### config.mk
export PLATFORM = sky130hd
export DESIGN_NAME = trace_store_ctrl
export DESIGN_NICKNAME = d
export VERILOG_FILES = /design/src/rtl/trace_store_ctrl.sv
export SDC_FILE = /design/constraint.sdc
export NUM_CORES = 2
export LEC_CHECK = 0
export ABC_AREA = 1
export ABC_CLOCK_PERIOD_IN_PS = 9800
export CAP_MARGIN = 20
export CELL_PAD_IN_SITES_DETAIL_PLACEMENT = 2
export CELL_PAD_IN_SITES_GLOBAL_PLACEMENT = 2
export CORE_ASPECT_RATIO = 1.75
export CORE_MARGIN = 8
export CORE_UTILIZATION = 46
export DETAILED_ROUTE_END_ITERATION = 8
export HOLD_SLACK_MARGIN = 0.12
export PLACE_DENSITY_LB_ADDON = 0.2
export SLEW_MARGIN = 0
export SYNTH_ARGS = -nofsm -noshare
export SYNTH_HDL_FRONTEND = slang
export SYNTH_SLANG_ARGS = --single-unit
### constraint.sdc
create_clock -name FPGA_CLK_I -period 9.8 [get_ports FPGA_CLK_I]
set_input_delay 2.94 -clock FPGA_CLK_I [delete_from_list [all_inputs] [get_ports FPGA_CLK_I]]
set_output_delay 2.94 -clock FPGA_CLK_I [all_outputs]
set_load 0.01 [all_outputs]
### src/rtl/trace_store_ctrl.sv
// Trace/stream buffer controller answering the tracer's store/load handshake.
// Optional stream-mode FIFO is compiled in when TRB_STREAM_EN is defined.
module trace_store_ctrl #(
  parameter int unsigned TRB_WIDTH = 32,
  parameter int unsigned TRB_DEPTH = 64,
  localparam int unsigned AW = $clog2(TRB_DEPTH)
) (
  input  logic                 FPGA_CLK_I,
  input  logic                 RST_I,
  input  logic                 EN_I,
  input  logic                 MODE_I,
  input  logic [AW-1:0]        TRG_DELAY_I,
  input  logic                 TRG_EVENT_I,
  input  logic                 STORE_I,
  input  logic [TRB_WIDTH-1:0] DATA_I,
  input  logic                 LOAD_I,
  output logic [TRB_WIDTH-1:0] DATA_O,
  output logic                 LOAD_O,
  output logic                 TRG_EVENT_O,
  output logic                 DONE_O,
  output logic                 WRAP_O,
  output logic [AW-1:0]        TRG_ADDR_O,
  output logic [AW-1:0]        WR_PTR_O,
  input  logic                 HOST_WE_I,
  input  logic [TRB_WIDTH-1:0] HOST_WDATA_I,
  output logic                 HOST_FULL_O,
  input  logic                 HOST_RE_I,
  input  logic [AW-1:0]        HOST_ADDR_I,
  output logic [TRB_WIDTH-1:0] HOST_RDATA_O
);

  typedef enum logic [2:0] {StIdle, StArmed, StPost, StDone, StStream} state_e;

  state_e               state_q, state_d;
  logic [AW-1:0]        wr_ptr_q, wr_ptr_d;
  logic [AW-1:0]        cnt_q, cnt_d;
  logic [AW-1:0]        trg_addr_q, trg_addr_d;
  logic                 wrap_q, wrap_d;
  logic                 done_q, done_d;

  logic [TRB_WIDTH-1:0] mem [TRB_DEPTH];
  logic                 mem_we;
  logic [TRB_WIDTH-1:0] mem_wdata;
  logic [AW-1:0]        mem_raddr;
  logic                 load_req;
  logic                 host_rd_ok;

  logic [TRB_WIDTH-1:0] data_q;
  logic                 load_q;
  logic [TRB_WIDTH-1:0] host_rdata_q;

`ifdef TRB_STREAM_EN
  localparam logic [AW:0] CntFull = (AW+1)'(TRB_DEPTH);

  logic [AW:0]   fifo_cnt_q, fifo_cnt_d;
  logic [AW-1:0] rd_ptr_q, rd_ptr_d;
  logic          pending_q, pending_d;
  logic          push_ok, pop_ok;

  assign HOST_FULL_O = (fifo_cnt_q == CntFull);
`else
  logic unused_host;
  assign unused_host = ^{HOST_WE_I, HOST_WDATA_I};
  assign HOST_FULL_O = 1'b0;
`endif

  assign host_rd_ok = (state_q == StIdle) || (state_q == StDone);

  always_comb begin
    state_d    = state_q;
    wr_ptr_d   = wr_ptr_q;
    cnt_d      = cnt_q;
    trg_addr_d = trg_addr_q;
    wrap_d     = wrap_q;
    done_d     = done_q;
    mem_we     = 1'b0;
    mem_wdata  = DATA_I;
    load_req   = 1'b0;
    // Host reads and tracer loads never overlap in state, so they share one read port.
    mem_raddr  = host_rd_ok ? HOST_ADDR_I : wr_ptr_q;
`ifdef TRB_STREAM_EN
    fifo_cnt_d = fifo_cnt_q;
    rd_ptr_d   = rd_ptr_q;
    pending_d  = pending_q;
    push_ok    = 1'b0;
    pop_ok     = 1'b0;
`endif

    if (!EN_I) begin
      state_d = StIdle;
      done_d  = 1'b0;
    end else begin
      unique case (state_q)
        StIdle: begin
          if (!MODE_I) begin
            state_d    = StArmed;
            wr_ptr_d   = '0;
            wrap_d     = 1'b0;
            done_d     = 1'b0;
            trg_addr_d = '0;
`ifdef TRB_STREAM_EN
            rd_ptr_d   = '0;
          end else begin
            state_d    = StStream;
            wr_ptr_d   = '0;
            rd_ptr_d   = '0;
            fifo_cnt_d = '0;
            pending_d  = 1'b0;
`endif
          end
        end

        StArmed, StPost: begin
          if (STORE_I) begin
            mem_we   = 1'b1;
            wr_ptr_d = wr_ptr_q + 1'b1;
            if (wr_ptr_q == '1) wrap_d = 1'b1;
          end
          // Reading the slot about to be overwritten yields the oldest word.
          load_req = LOAD_I;
          if (state_q == StArmed) begin
            if (TRG_EVENT_I) begin
              trg_addr_d = wr_ptr_d;
              cnt_d      = TRG_DELAY_I;
              state_d    = StPost;
            end
          end else if (STORE_I) begin
            if (cnt_q == '0) begin
              state_d = StDone;
              done_d  = 1'b1;
            end else begin
              cnt_d = cnt_q - 1'b1;
            end
          end
        end

        StDone: ;

`ifdef TRB_STREAM_EN
        StStream: begin
          push_ok = HOST_WE_I && (fifo_cnt_q != CntFull);
          pop_ok  = (LOAD_I || pending_q) && (fifo_cnt_q != '0);
          if (push_ok) begin
            mem_we    = 1'b1;
            mem_wdata = HOST_WDATA_I;
            wr_ptr_d  = wr_ptr_q + 1'b1;
          end
          if (pop_ok) begin
            load_req  = 1'b1;
            mem_raddr = rd_ptr_q;
            rd_ptr_d  = rd_ptr_q + 1'b1;
            pending_d = 1'b0;
          end else if (LOAD_I) begin
            pending_d = 1'b1;
          end
          unique case ({push_ok, pop_ok})
            2'b10:   fifo_cnt_d = fifo_cnt_q + 1'b1;
            2'b01:   fifo_cnt_d = fifo_cnt_q - 1'b1;
            default: ;
          endcase
        end
`endif

        default: state_d = StIdle;
      endcase
    end
  end

  always_ff @(posedge FPGA_CLK_I) begin
    if (RST_I) begin
      state_q      <= StIdle;
      wr_ptr_q     <= '0;
      cnt_q        <= '0;
      trg_addr_q   <= '0;
      wrap_q       <= 1'b0;
      done_q       <= 1'b0;
      data_q       <= '0;
      load_q       <= 1'b0;
      host_rdata_q <= '0;
`ifdef TRB_STREAM_EN
      fifo_cnt_q   <= '0;
      rd_ptr_q     <= '0;
      pending_q    <= 1'b0;
`endif
    end else begin
      state_q    <= state_d;
      wr_ptr_q   <= wr_ptr_d;
      cnt_q      <= cnt_d;
      trg_addr_q <= trg_addr_d;
      wrap_q     <= wrap_d;
      done_q     <= done_d;
      load_q     <= load_req;
      if (load_req) data_q <= mem[mem_raddr];
      if (HOST_RE_I) host_rdata_q <= host_rd_ok ? mem[mem_raddr] : '0;
`ifdef TRB_STREAM_EN
      fifo_cnt_q <= fifo_cnt_d;
      rd_ptr_q   <= rd_ptr_d;
      pending_q  <= pending_d;
`endif
    end
  end

  // Storage is deliberately left out of reset so a capture survives RST_I.
  always_ff @(posedge FPGA_CLK_I) begin
    if (mem_we) mem[wr_ptr_q] <= mem_wdata;
  end

  assign DATA_O       = data_q;
  assign LOAD_O       = load_q;
  assign TRG_EVENT_O  = done_q;
  assign DONE_O       = done_q;
  assign WRAP_O       = wrap_q;
  assign TRG_ADDR_O   = trg_addr_q;
  assign WR_PTR_O     = wr_ptr_q;
  assign HOST_RDATA_O = host_rdata_q;

endmodule

# Word level (Yosys, flattened, before mapping)
# Memory sizes are Yosys's and may differ from the RTL's.
# Index checks and enable logic that the tools add are counted.
[totals]
regBits = 88
latchBits = 0
mem_bits_rw = 2048
romBits = 0
out_inout_bits = 81
memories = 1
[classes]
addsub = 2
n_mul = 0
n_div = 0
n_lt_le_gt_ge = 0
eq_ne = 16
shift = 0
mux = 33
bitwise = 2
reduce_logical = 13
[memory_table]
columns = ["name", "words", "width", "rd", "rd_ports_with_merged_regs", "wr", "line_no", "rtl"]
rows = [
  ["mem", 64, 32, 1, 0, 1, "41", "logic [TRB_WIDTH-1:0] mem [TRB_DEPTH];"],
]
[ops]
columns = ["cell", "count"]
rows = [
  ["two-way mux 6 bit", 9],
  ["two-way mux 32 bit", 1],
  ["AND reduction 5 bit", 5],
  ["one-hot mux 6 bit (2 select lines)", 2],
  ["inequality test 2 bit (second input constant)", 9],
  ["two-way mux 3 bit", 5],
  ["two-way mux 1 bit", 13],
  ["inequality test 3 bit (second input constant)", 3],
  ["one-hot mux 3 bit (3 select lines)", 1],
  ["adder 6 x 1 -> 6 bit (second input constant)", 1],
  ["== test 3 x 2 -> 1 bit (second input constant)", 2],
  ["== test 6 bit (second input constant)", 1],
  ["zero test 6 bit", 1],
  ["subtractor 6 x 1 -> 6 bit (second input constant)", 1],
  ["one-hot mux 1 bit (2 select lines)", 2],
  ["nonzero test 2 bit", 2],
  ["OR reduction 2 bit", 2],
  ["== test 3 x 1 -> 1 bit (second input constant)", 1],
  ["zero test 3 bit", 1],
  ["AND reduction 3 bit", 1],
  ["inverter 1 bit", 2],
  ["logical OR 1 bit", 1],
]

# Logic depth before layout (Yosys ltp)
[logic_depth]
ltp_word = 6
mapped_depth = 18
ltp_nobuf = 16

# Worst setup path before layout
# No wires, ideal clock.
[synth_path]
kind = "input to register"
from = "input port STORE_I"
to = "memory mem[0][0] (enable)"
setup_ps = 421
arrival_time_ps = 4975
required_ps = 9379
slack_ps = 4404
path_stages = 4
path_buffers = 0
path_cell_list = "inv_1 nor2_1 nand4_1 nor2_1"
[synth_via]
elab_chain_cells = 5
[synth_lines]
columns = ["item", "line_no", "rtl"]
rows = [
  ["from (decl)", "14", "input logic STORE_I,"],
  ["two-way mux 1 bit", "114", "if (STORE_I) begin"],
  ["two-way mux 1 bit", "93", "unique case (state_q)"],
  ["two-way mux 1 bit", "89", "if (!EN_I) begin"],
  ["two-way mux 1 bit", "205", "if (mem_we) mem[wr_ptr_q] <= mem_wdata;"],
  ["two-way mux 1 bit (implied by the code)", "205", ""],
  ["to (decl)", "41", ""],
]
# Every way passes these cells.

# Worst setup path in the final report
[layout_path]
from = "input port HOST_ADDR_I[0]"
to = "register host_rdata_q[31] (netlist: HOST_RDATA_O[31])"
[layout_via]
elab_chain_cells = 3
[layout_lines]
columns = ["item", "line_no", "rtl"]
rows = [
  ["from (decl)", "28", "input logic [AW-1:0] HOST_ADDR_I,"],
  ["two-way mux 6 bit", "80", "mem_raddr = host_rd_ok ? HOST_ADDR_I : wr_ptr_q;"],
  ["memory (64 x 32 bit)", "-", ""],
  ["two-way mux 32 bit", "194", "if (HOST_RE_I) host_rdata_q <= host_rd_ok ? mem[mem_raddr] : '0;"],
  ["to (signal assigned)", "194", ""],
  ["to (decl)", "50", "logic [TRB_WIDTH-1:0] host_rdata_q;"],
]
# Every way passes these cells.
# A chain may end at the register's enable or synchronous reset.

==> results.ini <==
[finish]
fin_nets = 7626
mostFrequentLayoutCells = nand3_1 (2220), edfxtp_1 (2048), nand2_1 (2042)
drive_above_1_share_pct = 7.735
layout_commonest_cell = nand3_1
area_growth_pct = 12.37
fin_area_um2 = 97880
fin_util_pct = 51.93

[timing]
tightest_slew_ps = 1283
rsz0062_at_grt = false
drv_slew = 0
finalHoldViolCount = 0
max_freq_ghz = 0.1510
fin_setup_tns_ps = 0
clock-skew-final_ps = 54.92
setup_viol = 0
period_share_pct = 67.56
period_minus_slack_ps = 6621
slew_headroom_pct = 14.27

[global_route]
grt_usage_pct = 36.24
grt_max_degree = 133
grt_pass1_vias = 73520
antenna_found_initial = 18
grt_pass1_wl_mm = 532.5
overflow = 0

[power_and_ir_drop]
irDropWorstVdd_uv = 158.5
power_density_nw_per_um2 = 227.8
finalPower_mw = 22.30
leakage_nw = 34.92

[clocking]
h-tree-depth = 4
hold_buffers = 0
cts_buffers = 202
worst_skew_pair.late_latency_ps = 900
clock-sinks = 2135
cts_resized = 0
cts_tree = yes
postCtsSetupBuffers = 0
cts-root-buf = clkbuf_16
path_clk_slew_ps = 70
clk_path_buf_depth = 4

[placed_design]
portBuffers = 131
dp_hpwl_mm = 194.7
gp_congestion = 0.8069
placed_cell_area_um2 = 91270

[die]
die_area_um2 = 204100
die-height_um = 591.7
placementRows = 211
start_util_pct = 46.21
ios = 166
design.core.area_um2 = 188500
die_width_um = 344.9

[setup_path]
reg2reg_depth = 16
cp_slowest_stage_delay_ps = 630
cp_max_fo = 113
critPathArrivalTime_ps = 7400
reg2reg_from = state_q[1]
critPathBufInv = 4
critPathLaunchType = input port
cp_cell_sequence = clkdlybuf4s50_1, inv_1, nand2_2, nand2_8, buf_12, buf_4, nand2_1, nand3_1, nand3_1, nand3_1, nand3_1, nand3_1, nand3_1, a21oi_1
crit_family = simple AND/OR/NAND/NOR gates
cp_slowest_cell = buf_4
reg2reg_slack_ps = 4180
reg2reg_to = HOST_RDATA_O[31]
critPathKind = in2reg
cp.required_ps = 10570
end_kind = flop
crit_top_cell = nand3_1

[worst_hold_path]
min_to = HOST_RDATA_O[14]
min_from = HOST_RDATA_O[14]
whs_path_depth = 2
hold_class = reg2reg

[route]
first_iter_violations = 7695
vias_per_cell = 6.531
drt-pass1-iter-count = 6
wl_per_cell_um = 37.00
via_count = 66280
ant_nets = 0
routed_wl_mm = 375.5
drcViolationCount = 0

[synth]
ys_seq_elements = 2135
synth_ff_type = edfxtp_1
synthArstFlopShare_pct = 0
synth.distinct_cells = 29
synth_nets = 7584
netlist_area_um2 = 87100
synth-edff-count = 2048
synthCells = 7491
yosys_warnings = 0
syn_area_per_cell_um2 = 11.63
yosysSeqAreaShare_pct = 72.60

[job]
maxCapViolCount = 0

[run_status]
status = finished, final reports clean

## worst max-delay path by stage
stage,start,to,slack (ps),depth (start not counted)
after CTS,HOST_ADDR_I[0],HOST_RDATA_O[31],3390,14
after global placement,HOST_ADDR_I[0],HOST_RDATA_O[25],2920,14
after global routing,HOST_ADDR_I[0],HOST_RDATA_O[31],3160,14
after detailed placement,HOST_ADDR_I[0],HOST_RDATA_O[23],2650,14
after floorplan,STORE_I,mem[0][0],4400,4
final,HOST_ADDR_I[0],HOST_RDATA_O[31],3180,14
## where the power goes
| group | leakage (nW) | total [mW] | internal, mW | switching (mW) |
|---|---|---|---|---|
| sequential | 19.1 | 10.1 | 10.0 | 0.0324 |
| combinational | 12.7 | 4.05 | 0.945 | 3.10 |
| clock | 3.14 | 8.19 | 4.42 | 3.77 |
| total | 34.9 | 22.3 | 15.4 | 6.90 |
## routing by layer
metal	part of all wire, %	vias up	track usage, %
li1	-	26430	-
met1	34	34330	41.63
met2	50	4119	62.23
met3	8.1	1398	6.102
met4	7.6	8	23.72
met5	0.015	-	0
## logic make-up after synthesis
family                   synth area share (%)
adder cells (fa/ha/maj)                0.1149
XOR/XNOR                              0.01006
buffers and inverters                   4.331
AND/OR/NAND/NOR                         22.10
other                                0.004305
flip-flops                              72.60
AO/OA/AOI/OAI                          0.8346
## flip-flops by register name (all words and copies together) (netlist names)
name,count
WRAP_O,1
DATA_O,32
DONE_O,1
state_q,2
HOST_RDATA_O,32
mem,2048
LOAD_O,1
cnt_q,6
WR_PTR_O,6
TRG_ADDR_O,6
## cells in the mapped netlist, drive strengths merged (8+ instances only)
cell	n	area [um^2]
nand3	2220	11110
nand2	2049	7701
edfxtp	2048	61500
buf	394	2076
inv	353	1325
clkbuf	99	371.6
nor2	91	341.6
dfxtp	87	1742
a21oi	51	255.2
o21a	32	240.2
o21ai	31	158.9
ha	8	100.1
nand4	8	50.05
## worst min-delay path: stages (launching register included)
cell     delay, ps
dfxtp_1        310
nand2_1         60
a21oi_1         60
## per-stage QoR
stage	hold WS, ps	instances	setup slack [ps]
3_5_place_dp	461.0	9771	2652
2_1_floorplan	454.9	7491	4404
4_1_cts	474.3	10130	3394
6_report	470.3	10150	3179
5_1_grt	494.3	10140	3158
3_3_place_gp	458.2	9770	2920
## cell type report
cell class              count  area, um^2
fillers                 18040       90620
flip-flops and latches   2135       63240
multi-input cells        4510       20690
clock buffers             252        5429
repair buffers            331        3088
well taps                2449        3064
inverters                 353        1339
clock inverters           111        1011
diodes                      8       20.02
Power figures use the tool's default switching activity.
